$ cat config.mk
export PLATFORM = sky130hd
export DESIGN_NAME = arf132b256e1r1w0cbbehcaa4acw_wr_ctl
export DESIGN_NICKNAME = d
export VERILOG_FILES = /design/src/rtl/arf132b256e1r1w0cbbehcaa4acw_pkg.sv /design/src/rtl/arf132b256e1r1w0cbbehcaa4acw_ctech_doublesync_rstb.sv /design/src/rtl/arf132b256e1r1w0cbbehcaa4acw_wr_ctl.sv
export SDC_FILE = /design/constraint.sdc
export NUM_CORES = 1
export LEC_CHECK = 0
export CAP_MARGIN = 20
export CORE_ASPECT_RATIO = 1.5
export CORE_MARGIN = 2
export CORE_UTILIZATION = 43
export DETAILED_ROUTE_END_ITERATION = 16
export PLACE_DENSITY = 0.86
export RECOVER_POWER = 50
export SETUP_SLACK_MARGIN = 0.1
export SLEW_MARGIN = 10
export SYNTH_ARGS = -nofsm -noshare
export SYNTH_HDL_FRONTEND = slang
export SYNTH_HIERARCHICAL = 1
export SYNTH_SLANG_ARGS = --single-unit
$ cat constraint.sdc
create_clock -name clk -period 3.21 [get_ports clk]
set_clock_uncertainty 0.2 [all_clocks]
set_input_delay 0.642 -clock clk [delete_from_list [all_inputs] [get_ports clk]]
set_output_delay 0.642 -clock clk [all_outputs]
set_load 0.03 [all_outputs]
$ cat src/rtl/arf132b256e1r1w0cbbehcaa4acw_pkg.sv
// Shared constants and FSM state type for the arf132b256e1r1w0cbbehcaa4acw write controller.
//   DATA_W : write-data width of the register-file array
//   DEPTH  : number of array entries
//   ADR_W  : array address width, $clog2(DEPTH)
//   wr_state_e : controller FSM states (StInit walks the array to zero, StReady serves writes)
package arf132b256e1r1w0cbbehcaa4acw_pkg;

  localparam int unsigned DATA_W = 132;
  localparam int unsigned DEPTH  = 256;
  localparam int unsigned ADR_W  = $clog2(DEPTH);

  typedef enum logic [0:0] {
    StInit  = 1'b0,
    StReady = 1'b1
  } wr_state_e;

endpackage

$ cat src/rtl/arf132b256e1r1w0cbbehcaa4acw_ctech_doublesync_rstb.sv
// Two-flop synchroniser cell with asynchronous active-low reset.
//   d    : asynchronous level input
//   clk  : destination clock
//   rstb : asynchronous active-low reset, clears both stages
//   q    : synchronised level, two clk edges after d settles
module arf132b256e1r1w0cbbehcaa4acw_ctech_doublesync_rstb (
  input  logic d,
  input  logic clk,
  input  logic rstb,
  output logic q
);

  logic r_meta;
  logic r_sync;

  always_ff @(posedge clk or negedge rstb) begin
    if (!rstb) begin
      r_meta <= 1'b0;
      r_sync <= 1'b0;
    end else begin
      r_meta <= d;
      r_sync <= r_meta;
    end
  end

  assign q = r_sync;

endmodule

$ cat src/rtl/arf132b256e1r1w0cbbehcaa4acw_wr_ctl.sv
// Write-port controller for a DEPTH x DATA_W register-file array.
// Accepts valid/ready writes and presents them registered (latency 1) on the array write port.
// Optional array initialisation, enabled by defining ARF132B256E1R1W0CBBEHCAA4ACW_WR_CTL_INIT_EN:
// after reset, or on a rising edge of the synchronised init_req, every entry is written with zero
// before writes are accepted again. Without the macro the block comes up ready and ignores init_req.
//   clk, rstb              : clock, asynchronous active-low reset
//   wr_vld/wr_rdy          : upstream write handshake
//   wr_adr, wr_data        : upstream write address / data
//   init_req               : asynchronous level request to re-initialise the array
//   arr_wr_en/adr/data     : registered array write port
//   arr_clk_en             : array write clock-gate enable (same as arr_wr_en)
//   init_done              : array initialised and block ready
module arf132b256e1r1w0cbbehcaa4acw_wr_ctl #(
  parameter  int unsigned DATA_W = arf132b256e1r1w0cbbehcaa4acw_pkg::DATA_W,
  parameter  int unsigned DEPTH  = arf132b256e1r1w0cbbehcaa4acw_pkg::DEPTH,
  localparam int unsigned ADR_W  = $clog2(DEPTH)
) (
  input  logic              clk,
  input  logic              rstb,
  input  logic              wr_vld,
  output logic              wr_rdy,
  input  logic [ADR_W-1:0]  wr_adr,
  input  logic [DATA_W-1:0] wr_data,
  input  logic              init_req,
  output logic              arr_wr_en,
  output logic [ADR_W-1:0]  arr_wr_adr,
  output logic [DATA_W-1:0] arr_wr_data,
  output logic              arr_clk_en,
  output logic              init_done
);

  import arf132b256e1r1w0cbbehcaa4acw_pkg::*;

  // DEPTH widened by one bit so the range check also covers DEPTH == 2**ADR_W.
  localparam logic [ADR_W:0] DepthExt = (ADR_W + 1)'(DEPTH);

  wr_state_e         r_state;
  wr_state_e         w_state_d;
  logic              r_init_done;
  logic              w_init_done_d;
  logic              r_arr_wr_en;
  logic              w_arr_wr_en_d;
  logic [ADR_W-1:0]  r_arr_wr_adr;
  logic [ADR_W-1:0]  w_arr_wr_adr_d;
  logic [DATA_W-1:0] r_arr_wr_data;
  logic [DATA_W-1:0] w_arr_wr_data_d;
  logic              w_accept;
  logic              w_adr_ok;
  logic              w_init_pend;

`ifdef ARF132B256E1R1W0CBBEHCAA4ACW_WR_CTL_INIT_EN
  localparam wr_state_e        ResetState = StInit;
  localparam logic [ADR_W-1:0] AdrLast    = ADR_W'(DEPTH - 1);

  logic             w_sync;
  logic             r_sync_prev;
  logic             w_sync_rise;
  logic             r_init_pend;
  logic             w_init_pend_d;
  logic [ADR_W-1:0] r_cnt;
  logic [ADR_W-1:0] w_cnt_d;
  logic             w_init_last;

  arf132b256e1r1w0cbbehcaa4acw_ctech_doublesync_rstb u_init_sync (
    .d    (init_req),
    .clk  (clk),
    .rstb (rstb),
    .q    (w_sync)
  );

  always_ff @(posedge clk or negedge rstb) begin
    if (!rstb) begin
      r_cnt       <= '0;
      r_init_pend <= 1'b0;
      r_sync_prev <= 1'b0;
    end else begin
      r_cnt       <= w_cnt_d;
      r_init_pend <= w_init_pend_d;
      r_sync_prev <= w_sync;
    end
  end

  assign w_sync_rise = w_sync && !r_sync_prev;
  assign w_init_pend = r_init_pend;
  // The last zero write is on the array port; INIT always starts with arr_wr_en low, so this
  // cannot be confused with a user write that landed just before INIT was entered.
  assign w_init_last = r_arr_wr_en && (r_arr_wr_adr == AdrLast);
`else
  localparam wr_state_e ResetState = StReady;

  logic w_unused_init_req;
  assign w_unused_init_req = init_req;
  assign w_init_pend       = 1'b0;
`endif

  assign wr_rdy   = r_init_done && !w_init_pend;
  assign w_accept = wr_vld && wr_rdy;
  assign w_adr_ok = ({1'b0, wr_adr} < DepthExt);

  always_comb begin
    w_state_d       = r_state;
    w_arr_wr_en_d   = 1'b0;
    w_arr_wr_adr_d  = r_arr_wr_adr;
    w_arr_wr_data_d = r_arr_wr_data;
`ifdef ARF132B256E1R1W0CBBEHCAA4ACW_WR_CTL_INIT_EN
    w_cnt_d         = r_cnt;
    w_init_pend_d   = r_init_pend;
`endif

    unique case (r_state)
      StReady: begin
        // Out-of-range addresses are accepted but never reach the array.
        if (w_accept && w_adr_ok) begin
          w_arr_wr_en_d   = 1'b1;
          w_arr_wr_adr_d  = wr_adr;
          w_arr_wr_data_d = wr_data;
        end
`ifdef ARF132B256E1R1W0CBBEHCAA4ACW_WR_CTL_INIT_EN
        if (r_init_pend) begin
          w_state_d     = StInit;
          w_cnt_d       = '0;
          w_init_pend_d = 1'b0;
        end else if (w_sync_rise) begin
          w_init_pend_d = 1'b1;
        end
`endif
      end
      StInit: begin
`ifdef ARF132B256E1R1W0CBBEHCAA4ACW_WR_CTL_INIT_EN
        if (w_init_last) begin
          w_state_d = StReady;
        end else begin
          w_arr_wr_en_d   = 1'b1;
          w_arr_wr_adr_d  = r_cnt;
          w_arr_wr_data_d = '0;
          w_cnt_d         = (r_cnt == AdrLast) ? '0 : r_cnt + 1'b1;
        end
`else
        w_state_d = StReady;
`endif
      end
      default: w_state_d = ResetState;
    endcase

    w_init_done_d = (w_state_d == StReady);
  end

  always_ff @(posedge clk or negedge rstb) begin
    if (!rstb) begin
      r_state       <= ResetState;
      r_init_done   <= 1'b0;
      r_arr_wr_en   <= 1'b0;
      r_arr_wr_adr  <= '0;
      r_arr_wr_data <= '0;
    end else begin
      r_state       <= w_state_d;
      r_init_done   <= w_init_done_d;
      r_arr_wr_en   <= w_arr_wr_en_d;
      r_arr_wr_adr  <= w_arr_wr_adr_d;
      r_arr_wr_data <= w_arr_wr_data_d;
    end
  end

  assign arr_wr_en   = r_arr_wr_en;
  assign arr_clk_en  = r_arr_wr_en;
  assign arr_wr_adr  = r_arr_wr_adr;
  assign arr_wr_data = r_arr_wr_data;
  assign init_done   = r_init_done;

endmodule

Word-level counts from Yosys, hierarchy flattened
Index checks and enable logic that the tools add are counted.
Widths: inputs -> output; s select.
{"block": "word_totals", "register_bits": 142, "inputBits": 144, "wordCells": 6}
{"block": "classes", "n_mux": 1, "n_reduce_logical": 1}
{"cell": "$logic_and 1x1->1", "count": 1}
{"cell": "$mux 1", "count": 1}

Depth between registers and ports, before layout
Gate-level depths: netlist of run 1.
{"block": "depth", "depth_word": 2, "mapped_depth": 5, "ltp_nobuf": 2}

Worst setup path after synthesis of run 1
Ideal clock, no wire load.
{"block": "synth_path", "path_type": "input to register", "start": "input wr_vld", "end": "register r_arr_wr_data[100], in the netlist arr_wr_data[100]", "setup_ns": 0.125, "arrival_ns": 1.471, "required_time_ns": 2.885, "path_slack_ns": 1.413, "cell_stages": 5, "cell_sequence": "and2_1 > buf_6 > buf_12 > buf_6 > mux2_4"}
{"block": "synth_via", "elab_chain_cells": 1}
{"item": "start: declaration", "line_no": "arf132b256e1r1w0cbbehcaa4acw_wr_ctl.sv:20", "source": "input logic wr_vld,"}
{"item": "$logic_and 1x1->1", "line_no": "arf132b256e1r1w0cbbehcaa4acw_wr_ctl.sv:97", "source": "assign w_accept = wr_vld && wr_rdy;"}
{"item": "end signal: assignment", "line_no": "arf132b256e1r1w0cbbehcaa4acw_wr_ctl.sv:160", "source": "r_arr_wr_data <= w_arr_wr_data_d;"}
{"item": "end: declaration", "line_no": "arf132b256e1r1w0cbbehcaa4acw_wr_ctl.sv:45", "source": "logic [DATA_W-1:0] r_arr_wr_data;"}
No other way between the ends.
A chain may end at the register's enable or synchronous reset.

Worst setup path in the final report of run 1
{"block": "layout_path", "start": "input wr_vld", "end": "register r_arr_wr_data[28], in the netlist arr_wr_data[28]"}
The elaborated chain is that of the path after synthesis.

==> impl_metrics.json, run 1 <==
{
  "drt-total-wl_mm": 14.8,
  "grt_pass1_vias": 4318,
  "max-cap-violations": 0,
  "ys_seq_area_share_pct": 62.9,
  "rows": 51,
  "r2r_cells": 3,
  "worstPathArrival_ns": 2.75,
  "rsz0062_at_grt": "false",
  "clockRootBuffer": "clkbuf_16",
  "cts_tree": "built",
  "vdd_drop_max_mv": 0.344,
  "ys_seq_elements": 142,
  "whs_endpoint": "arr_wr_data[58]",
  "cts-buffers-inserted": 17,
  "die_w_um": 97.6,
  "grt_pass1_wl_mm": 23.6,
  "synth_cell_types": 9,
  "reg2reg_slack_ns": 0.91,
  "required_ns": 3.30,
  "r2r_start": "init_done",
  "portBuffers": 286,
  "grt_remaining_overflow": 0,
  "crit_path_max_fanout": 30,
  "dieArea_mm2": 0.0141,
  "syn_area_mm2": 0.00565,
  "gp_congestion": 0.772,
  "ys_warn_count": 6,
  "htreeDepth": 4,
  "hold_path.class": "reg -> reg",
  "p_leak_uw": 0.00385,
  "drive_above_1_share_pct": 22.3,
  "hold_ws_ns": 0.284,
  "cts.sinks": 142,
  "io_pins": 288,
  "fill_cells": 921,
  "grt_max_degree": 68,
  "drt-initial-drc-count": 94,
  "dp_cells": 740,
  "critical_path_class": "in -> reg",
  "dr.pass1.iters": 4,
  "finalSetupViolations": 0,
  "finalNonFillerCells": 770,
  "finalCritPeriodShare_pct": 82.9,
  "clock_path_buffers": 2,
  "cp-start-kind": "primary input",
  "antennaDiodeCount": 0,
  "area_delta_synth_final_pct": 60.4,
  "num_vias": 3770,
  "finalHoldViolations": 0,
  "clk_pin_slew_ns": 0.06,
  "fmax_mhz": 376,
  "drtAntennaViolNets": 0,
  "power_density_mw_per_mm2": 648,
  "hold_path_startpoint": "arr_wr_data[58]",
  "post-route-drc-count": 0,
  "synth.avg_cell_area_um2": 18.7,
  "die_h_um": 144,
  "synth_nets": 446,
  "worst_skew_pair.late_latency_ns": 0.41,
  "hold_depth": 1,
  "vias_per_cell": 4.90,
  "r2r_end": "arr_wr_data[28]",
  "antenna_found_initial": 0,
  "wire_per_inst_um": 19.2,
  "postCtsSetupBuffers": 0,
  "tightest_slew_ns": 1.28,
  "fin_nets": 745,
  "coreArea_mm2": 0.0129,
  "grt_usage_pct": 21.6,
  "initial_utilization_pct": 43.8,
  "relSlewSlack_pct": 14.8,
  "finalSetupTns_ns": 0,
  "status": "finished, final reports clean",
  "synth_cells": 302,
  "hpwlAfterDp_mm": 10.9,
  "cp-end-kind": "register",
  "slew_viol_final": 0,
  "min_period_ns": 2.66
}
[area by class of cell]
cell class | instances | area, µm² | share of cell area [%]
Multi-Input combinational cell | 142 | 1770 | 19.5
Clock inverter | 11 | 145 | 1.60
Sequential cell | 142 | 3550 | 39.2
Tap cell | 159 | 199 | 2.20
Clock buffer | 18 | 439 | 4.85
Timing Repair Buffer | 298 | 2950 | 32.6
[metrics by stage]
stage	utilization, %	setup WS (ns)	instance area (µm²)	power (µW)
floorplan	-	1.41	5650	3150
global placement	67.4	0.686	8680	3960
detailed placement	67.4	0.635	8680	4010
CTS	72.0	0.852	9280	6000
global route	70.2	0.460	9050	6090
finish	70.2	0.548	9050	5860
[cell families (layout without fill, tap and decap cells)]
kind of cell	count (synthesis)	after routing	share of synthesized area (%)
DFF	142	142	62.9
and+or+nand+nor	1	1	0.111
other	1	1	0.0664
buffers and inverters	18	327	3.06
muxes	140	140	33.8
[routing by layer]
layer	vias up	GRT usage [%]	routed length, µm	share of wire (%)
met5	-	0	0	0
met4	0	11.0	502	3.4
met3	33	7.01	1130	7.6
met2	195	36.7	7830	53
met1	1888	24.5	5340	36
li1	1654	-	-	-
[placed cells by master (no fill, tap or decap), types with 4 or more instances in the layout]
cell type and count:
mux2_1 42, dfrtp_1 142, mux2_2 51, clkdlybuf4s50_1 284, clkinv_2 4, clkbuf_1 4, mux2_4 47, clkbuf_2 4
clkbuf_16 17, clkinv_4 4
[report_power, final]
part	internal, µW	switching [µW]
combinational	841	849
clock	1230	747
sequential	2050	143
[timing repair]
item                                   in CTS  in global routing
hold buffers                                1                  0
endpoints found under the hold margin      49                  0
gates resized for setup                     0                  0
[synthesized netlist by cell type]
| master | instances | area, µm² |
|---|---|---|
| mux2_4 | 89 | 1340 |
| buf_12 | 1 | 20.0 |
| buf_6 | 10 | 113 |
| conb_1 | 1 | 3.75 |
| buf_2 | 5 | 25.0 |
| mux2_2 | 51 | 574 |
| dfrtp_1 | 142 | 3550 |
| and2_1 | 1 | 6.26 |
| buf_4 | 2 | 15.0 |
[sequential cells by signal, indices dropped and copies added (netlist names)]
name and cells:
arr_wr_data 132, arr_wr_adr 8, arr_clk_en 1, init_done 1
[worst max-delay path, cell delays in order]
cell	delay [ns]
dlygate4sd3_1	0.53
and2_4	0.37
clkbuf_2	0.76
mux2_2	0.42
[worst max-delay path by stage]
stage / from / slack [ns] / endpoint
2_1_floorplan: wr_vld / 1.41 / arr_wr_data[100]
3_3_place_gp: wr_vld / 0.69 / arr_wr_data[20]
3_5_place_dp: wr_vld / 0.63 / arr_wr_data[20]
4_1_cts: init_done / 0.85 / init_done
5_1_grt: wr_vld / 0.46 / arr_wr_data[25]
6_report: wr_vld / 0.55 / arr_wr_data[28]
Power figures use the tool's default switching activity.
==> run 2, diff against run 1 <==
--- a/config.mk
+++ b/config.mk
@@ -8,9 +8,9 @@
 export CAP_MARGIN = 20
 export CORE_ASPECT_RATIO = 1.5
 export CORE_MARGIN = 2
-export CORE_UTILIZATION = 43
+export CORE_UTILIZATION = 40
 export DETAILED_ROUTE_END_ITERATION = 16
-export PLACE_DENSITY = 0.86
+export PLACE_DENSITY = 0.8
 export RECOVER_POWER = 50
 export SETUP_SLACK_MARGIN = 0.1
 export SLEW_MARGIN = 10
==> constraint.sdc (replaced) <==
create_clock -name clk -period 2.5 [get_ports clk]
set_clock_uncertainty 0.2 [all_clocks]
set_input_delay 0.5 -clock clk [delete_from_list [all_inputs] [get_ports clk]]
set_output_delay 0.5 -clock clk [all_outputs]
set_load 0.03 [all_outputs]
==> run 2 against run 1 <==
Sequential cell count unchanged. Global-route usage down 1.5 points. First-iteration DRC count down 50%. Setup slack worse by 0.28 ns. Critical path depth up 1. Via count down 1.6%. Highest routed layer is now met5.
==> impl_metrics.json, run 2 (synthesis results as in run 1) <==
{
  "status": "finished, final reports clean",
  "drive_above_1_share_pct": 24.8,
  "placed_area_mm2": 0.00871,
  "post-route-drc-count": 0,
  "rsz0062_at_grt": "false",
  "grt_usage_pct": 20.1,
  "die_h_um": 150,
  "cp_slowest_cell": "clkbuf_2",
  "final_cell_mix": "clkdlybuf4s50_1 (285), dfrtp_1 (142), mux2_4 (58)",
  "clk_pin_slew_ns": 0.06,
  "dieArea_mm2": 0.0151,
  "fmax_mhz": 447,
  "cts.sinks": 142,
  "cts-buffers-inserted": 17,
  "clockRootBuffer": "clkbuf_16",
  "cp-end-kind": "register",
  "fin_nets": 744,
  "finalCritPeriodShare_pct": 89.4,
  "hold_ws_ns": 0.282,
  "finalNonFillerCells": 779,
  "vias_per_cell": 4.76,
  "coreArea_mm2": 0.0139,
  "tightest_slew_ns": 0.679,
  "cts_tree": "built",
  "grt_pass1_wl_mm": 22.8,
  "power_density_mw_per_mm2": 815,
  "antenna_found_initial": 2,
  "wire_per_inst_um": 18.6,
  "gp_congestion": 0.746,
  "grt_pass1_vias": 4270,
  "worst_skew_pair.late_latency_ns": 0.41,
  "hpwlAfterDp_mm": 10.8,
  "finalHoldViolations": 0,
  "slew_viol_final": 0,
  "min_period_ns": 2.23,
  "path_cells": "clkdlybuf4s50_1 > and2_0 > clkbuf_2 > buf_12 > mux2_2",
  "area_delta_synth_final_pct": 61.7,
  "path_delay_family": "buffers and inverters",
  "grt_max_degree": 55,
  "dr.pass1.iters": 5,
  "postCtsSetupBuffers": 0,
  "worstPathArrival_ns": 2.33,
  "num_vias": 3709,
  "p_leak_uw": 0.00389,
  "largest_reg_flops": 132,
  "grt_remaining_overflow": 0,
  "drt-initial-drc-count": 47,
  "required_ns": 2.59,
  "finalSetupViolations": 0,
  "portBuffers": 286,
  "initial_utilization_pct": 40.5,
  "design_area_mm2": 0.00913,
  "finalSetupTns_ns": 0,
  "htreeDepth": 4,
  "clock_path_buffers": 2,
  "hold_path.class": "reg -> reg",
  "drtAntennaViolNets": 0,
  "relSlewSlack_pct": 54.7,
  "die_w_um": 101,
  "dp_cells": 745,
  "fin_util_pct": 65.6,
  "crit_path_max_fanout": 27,
  "vdd_drop_max_mv": 0.492,
  "cp-start-kind": "primary input",
  "drt-total-wl_mm": 14.5,
  "critical_path_class": "in -> reg",
  "crit_buf_inv": 3,
  "layout_commonest_cell": "clkdlybuf4s50_1",
  "rows": 53,
  "max-cap-violations": 0,
  "io_pins": 288,
  "cp_slowest_stage_delay_ns": 0.55
}
[run 2: cell count changes in the layout (fill, tap and decap cells not counted), sizes merged]
cell / before / now
bufinv: 3 / 1
buf: 4 / 6
diode: 0 / 1
clkbuf: 26 / 25
dlygate4sd3: 2 / 1
clkdlybuf4s50: 284 / 285
clkinvlp: 0 / 3
clkinv: 8 / 5
inv: 0 / 3
[run 2: area by class of cell]
type                            count  area, µm²
Antenna cell                        1       2.50
Clock buffer                       20        467
Clock inverter                     12        108
Fill cell                        1050       4800
Multi-Input combinational cell    142       1800
Sequential cell                   142       3550
Tap cell                          165        206
Timing Repair Buffer              297       2990
[run 2: layer usage]
metal | vias to the layer above | share of wire, % | track usage, %
met5 | - | 0.090 | 0
met2 | 183 | 53 | 35.0
met1 | 1841 | 35 | 21.3
met3 | 33 | 7.9 | 7.71
met4 | 2 | 3.2 | 8.78
li1 | 1650 | - | -
[run 2: path summary, 6_finish.rpt]
kind                                       from  depth (start not counted)         endpoint  slack (ns)
max in group asynchronous                  rstb                          3  arr_wr_data[93]        0.60
worst max register to register        init_done                          4  arr_wr_data[12]        0.41
min in group asynchronous                  rstb                          2  arr_wr_data[55]        0.39
worst min-delay path            arr_wr_data[67]                          1  arr_wr_data[67]        0.28
worst max-delay path                     wr_vld                          5  arr_wr_data[12]        0.27
worst min register to register  arr_wr_data[67]                          1  arr_wr_data[67]        0.28
[run 2: timing repair]
action / 4_1_cts / 5_1_grt
hold buffers: 1 / 0
endpoints found under the hold margin: 51 / 0
resized for setup: 0 / 0
[run 2: where the power goes]
part           leakage, µW  internal [µW]  switching [µW]
sequential         0.00167           2640             189
clock             0.000279           1450             972
combinational      0.00194           1100            1090
[run 2: metrics by stage]
| step | power [µW] | worst slack (ns) |
|---|---|---|
| global route | 7770 | 0.163 |
| global placement | 5100 | 0.274 |
| detailed placement | 5150 | 0.222 |
| floorplan | 4050 | 0.798 |
| finish | 7440 | 0.265 |
| CTS | 7620 | 0.274 |
==> run 3, diff against run 2 <==
--- a/config.mk
+++ b/config.mk
@@ -10,7 +10,7 @@
 export CORE_MARGIN = 2
 export CORE_UTILIZATION = 40
 export DETAILED_ROUTE_END_ITERATION = 16
-export PLACE_DENSITY = 0.8
+export PLACE_DENSITY = 0.85
 export RECOVER_POWER = 50
 export SETUP_SLACK_MARGIN = 0.1
 export SLEW_MARGIN = 10
==> run 3 against run 2 <==
Sequential cell count unchanged. Register-to-register slack improved by 0.03 ns. Non-clock buffer count decreased by 1. Critical path depth unchanged. Combinational power about the same.
==> impl_metrics.json, run 3 (synthesis results as in run 1) <==
{
  "portBuffers": 286,
  "path_cells": "clkdlybuf4s50_1 > and2_4 > clkbuf_2 > buf_12 > mux2_2",
  "fmax_mhz": 448,
  "use_met2_pct": 34.5,
  "cp-start-kind": "primary input",
  "antennaDiodeCount": 0,
  "finalHoldViolations": 0,
  "design_area_mm2": 0.00914,
  "required_ns": 2.59,
  "grt_usage_pct": 19.4,
  "placed_area_mm2": 0.00871,
  "num_vias": 3718,
  "worstPathArrival_ns": 2.32,
  "cp_slowest_cell": "clkbuf_2",
  "area_delta_synth_final_pct": 61.8,
  "max-cap-violations": 0,
  "grt_pass1_vias": 4228,
  "finalSetupTns_ns": 0,
  "dr.pass1.iters": 4,
  "cp_slowest_stage_delay_ns": 0.60,
  "finalSetupViolations": 0,
  "cts.sinks": 142,
  "p_leak_uw": 0.00387,
  "vdd_drop_max_mv": 0.508,
  "cp-end-kind": "register",
  "final_cell_mix": "clkdlybuf4s50_1 (285), dfrtp_1 (142), mux2_4 (52)",
  "grtUsageMet3_pct": 6.49,
  "vias_per_cell": 4.79,
  "clockRootBuffer": "clkbuf_16",
  "io_pins": 288,
  "min_period_ns": 2.23,
  "post-route-drc-count": 0,
  "rows": 53,
  "status": "finished, final reports clean",
  "crit_buf_inv": 3,
  "cts_resized": 0,
  "crit_cells": 5,
  "grt_max_degree": 55,
  "layout_commonest_cell": "clkdlybuf4s50_1",
  "path_delay_family": "buffers and inverters",
  "r2r_end": "arr_wr_data[15]",
  "htreeDepth": 4,
  "r2r_cells": 4,
  "drive_above_1_share_pct": 23.5,
  "power_density_mw_per_mm2": 822,
  "largest_reg_flops": 132,
  "reg2reg_slack_ns": 0.44,
  "tightest_slew_ns": 1.37,
  "cts_tree": "built",
  "drt-total-wl_mm": 14.7,
  "cp-startpoint": "wr_vld",
  "critical_path_class": "in -> reg",
  "hold_path.class": "reg -> reg",
  "wire_per_inst_um": 18.9,
  "grt_remaining_overflow": 0,
  "rsz0062_at_grt": "false",
  "coreArea_mm2": 0.0139,
  "initial_utilization_pct": 40.5,
  "antenna_found_initial": 0,
  "fill_cells": 1021,
  "finalCritPeriodShare_pct": 89.3,
  "endpoint": "arr_wr_data[15]",
  "die_w_um": 101,
  "r2r_start": "init_done",
  "grt_busiest_layer": "met2",
  "drt-initial-drc-count": 39,
  "die_h_um": 150,
  "worst_skew_pair.late_latency_ns": 0.40,
  "hpwlAfterDp_mm": 11.1,
  "fin_nets": 743,
  "clock_path_buffers": 2,
  "cts-buffers-inserted": 17,
  "relSlewSlack_pct": 8.88,
  "slew_viol_final": 0,
  "grt_pass1_wl_mm": 22.3,
  "crit_path_max_fanout": 26,
  "dieArea_mm2": 0.0151,
  "drtAntennaViolNets": 0,
  "gp_congestion": 0.753,
  "grtUsageMet1_pct": 20.2,
  "clk_pin_slew_ns": 0.06
}
run 3: repair_timing:
item | 4_1_cts | 5_1_grt
endpoints found under the hold margin | 50 | 0
setup endpoints to repair | 0 | 0
hold buffers | 1 | 0
buffers inserted | 0 | 0
run 3: final cells by class:
type / instances / area [µm²] / area share [%]
multi-input combinational: 142 / 1780 / 19.5
sequential: 142 / 3550 / 38.9
clock buffer: 20 / 457 / 5.00
clock inverter: 12 / 134 / 1.46
timing repair buffer: 296 / 3000 / 32.9
tap: 165 / 206 / 2.26
run 3: how the worst min path moves through the flow:
stage | cells after the start | from | slack [ns] | to
final | 1 | arr_wr_data[59] | 0.29 | arr_wr_data[59]
after global routing | 1 | arr_wr_data[94] | 0.31 | arr_wr_data[94]
after CTS | 1 | arr_wr_data[15] | 0.31 | arr_wr_data[15]
after detailed placement | 1 | rstb | 0.29 | arr_clk_en
after global placement | 1 | rstb | 0.28 | arr_wr_data[72]
after floorplan | 0 | rstb | 0.004 | arr_clk_en
run 3: routing by layer:
layer / share of wire, % / vias to the layer above
met3: 8.0 / 35
met2: 55 / 196
met1: 34 / 1840
met5: 0 / -
met4: 3.4 / 0
li1: - / 1647
run 3: worst register-to-register path: cells and delay by family, from the launching register on:
kind                   cells  cell delay, ns
AND/OR/NAND/NOR            1            0.16
multiplexers               1            0.35
buffers and inverters      2            0.86
flip-flops                 1            0.37
run 3: stage by stage:
stage	setup WS [ns]	total power [µW]	util [%]	instances	hold slack (ns)
2_1_floorplan	0.798	4050	-	302	0.00441
3_3_place_gp	0.290	5090	62.6	744	0.275
3_5_place_dp	0.270	5160	62.6	744	0.288
4_1_cts	0.296	7700	66.9	777	0.309
5_1_grt	0.199	7820	65.6	777	0.307
6_report	0.269	7510	65.6	777	0.287
run 3: report_power, final:
| group | total (µW) | internal, µW | leakage, µW | switching, µW |
|---|---|---|---|---|
| Clock | 2500 | 1530 | 0.000275 | 970 |
| Combinational | 2190 | 1100 | 0.00192 | 1090 |
| Sequential | 2830 | 2640 | 0.00167 | 189 |
| Total | 7510 | 5260 | 0.00387 | 2250 |
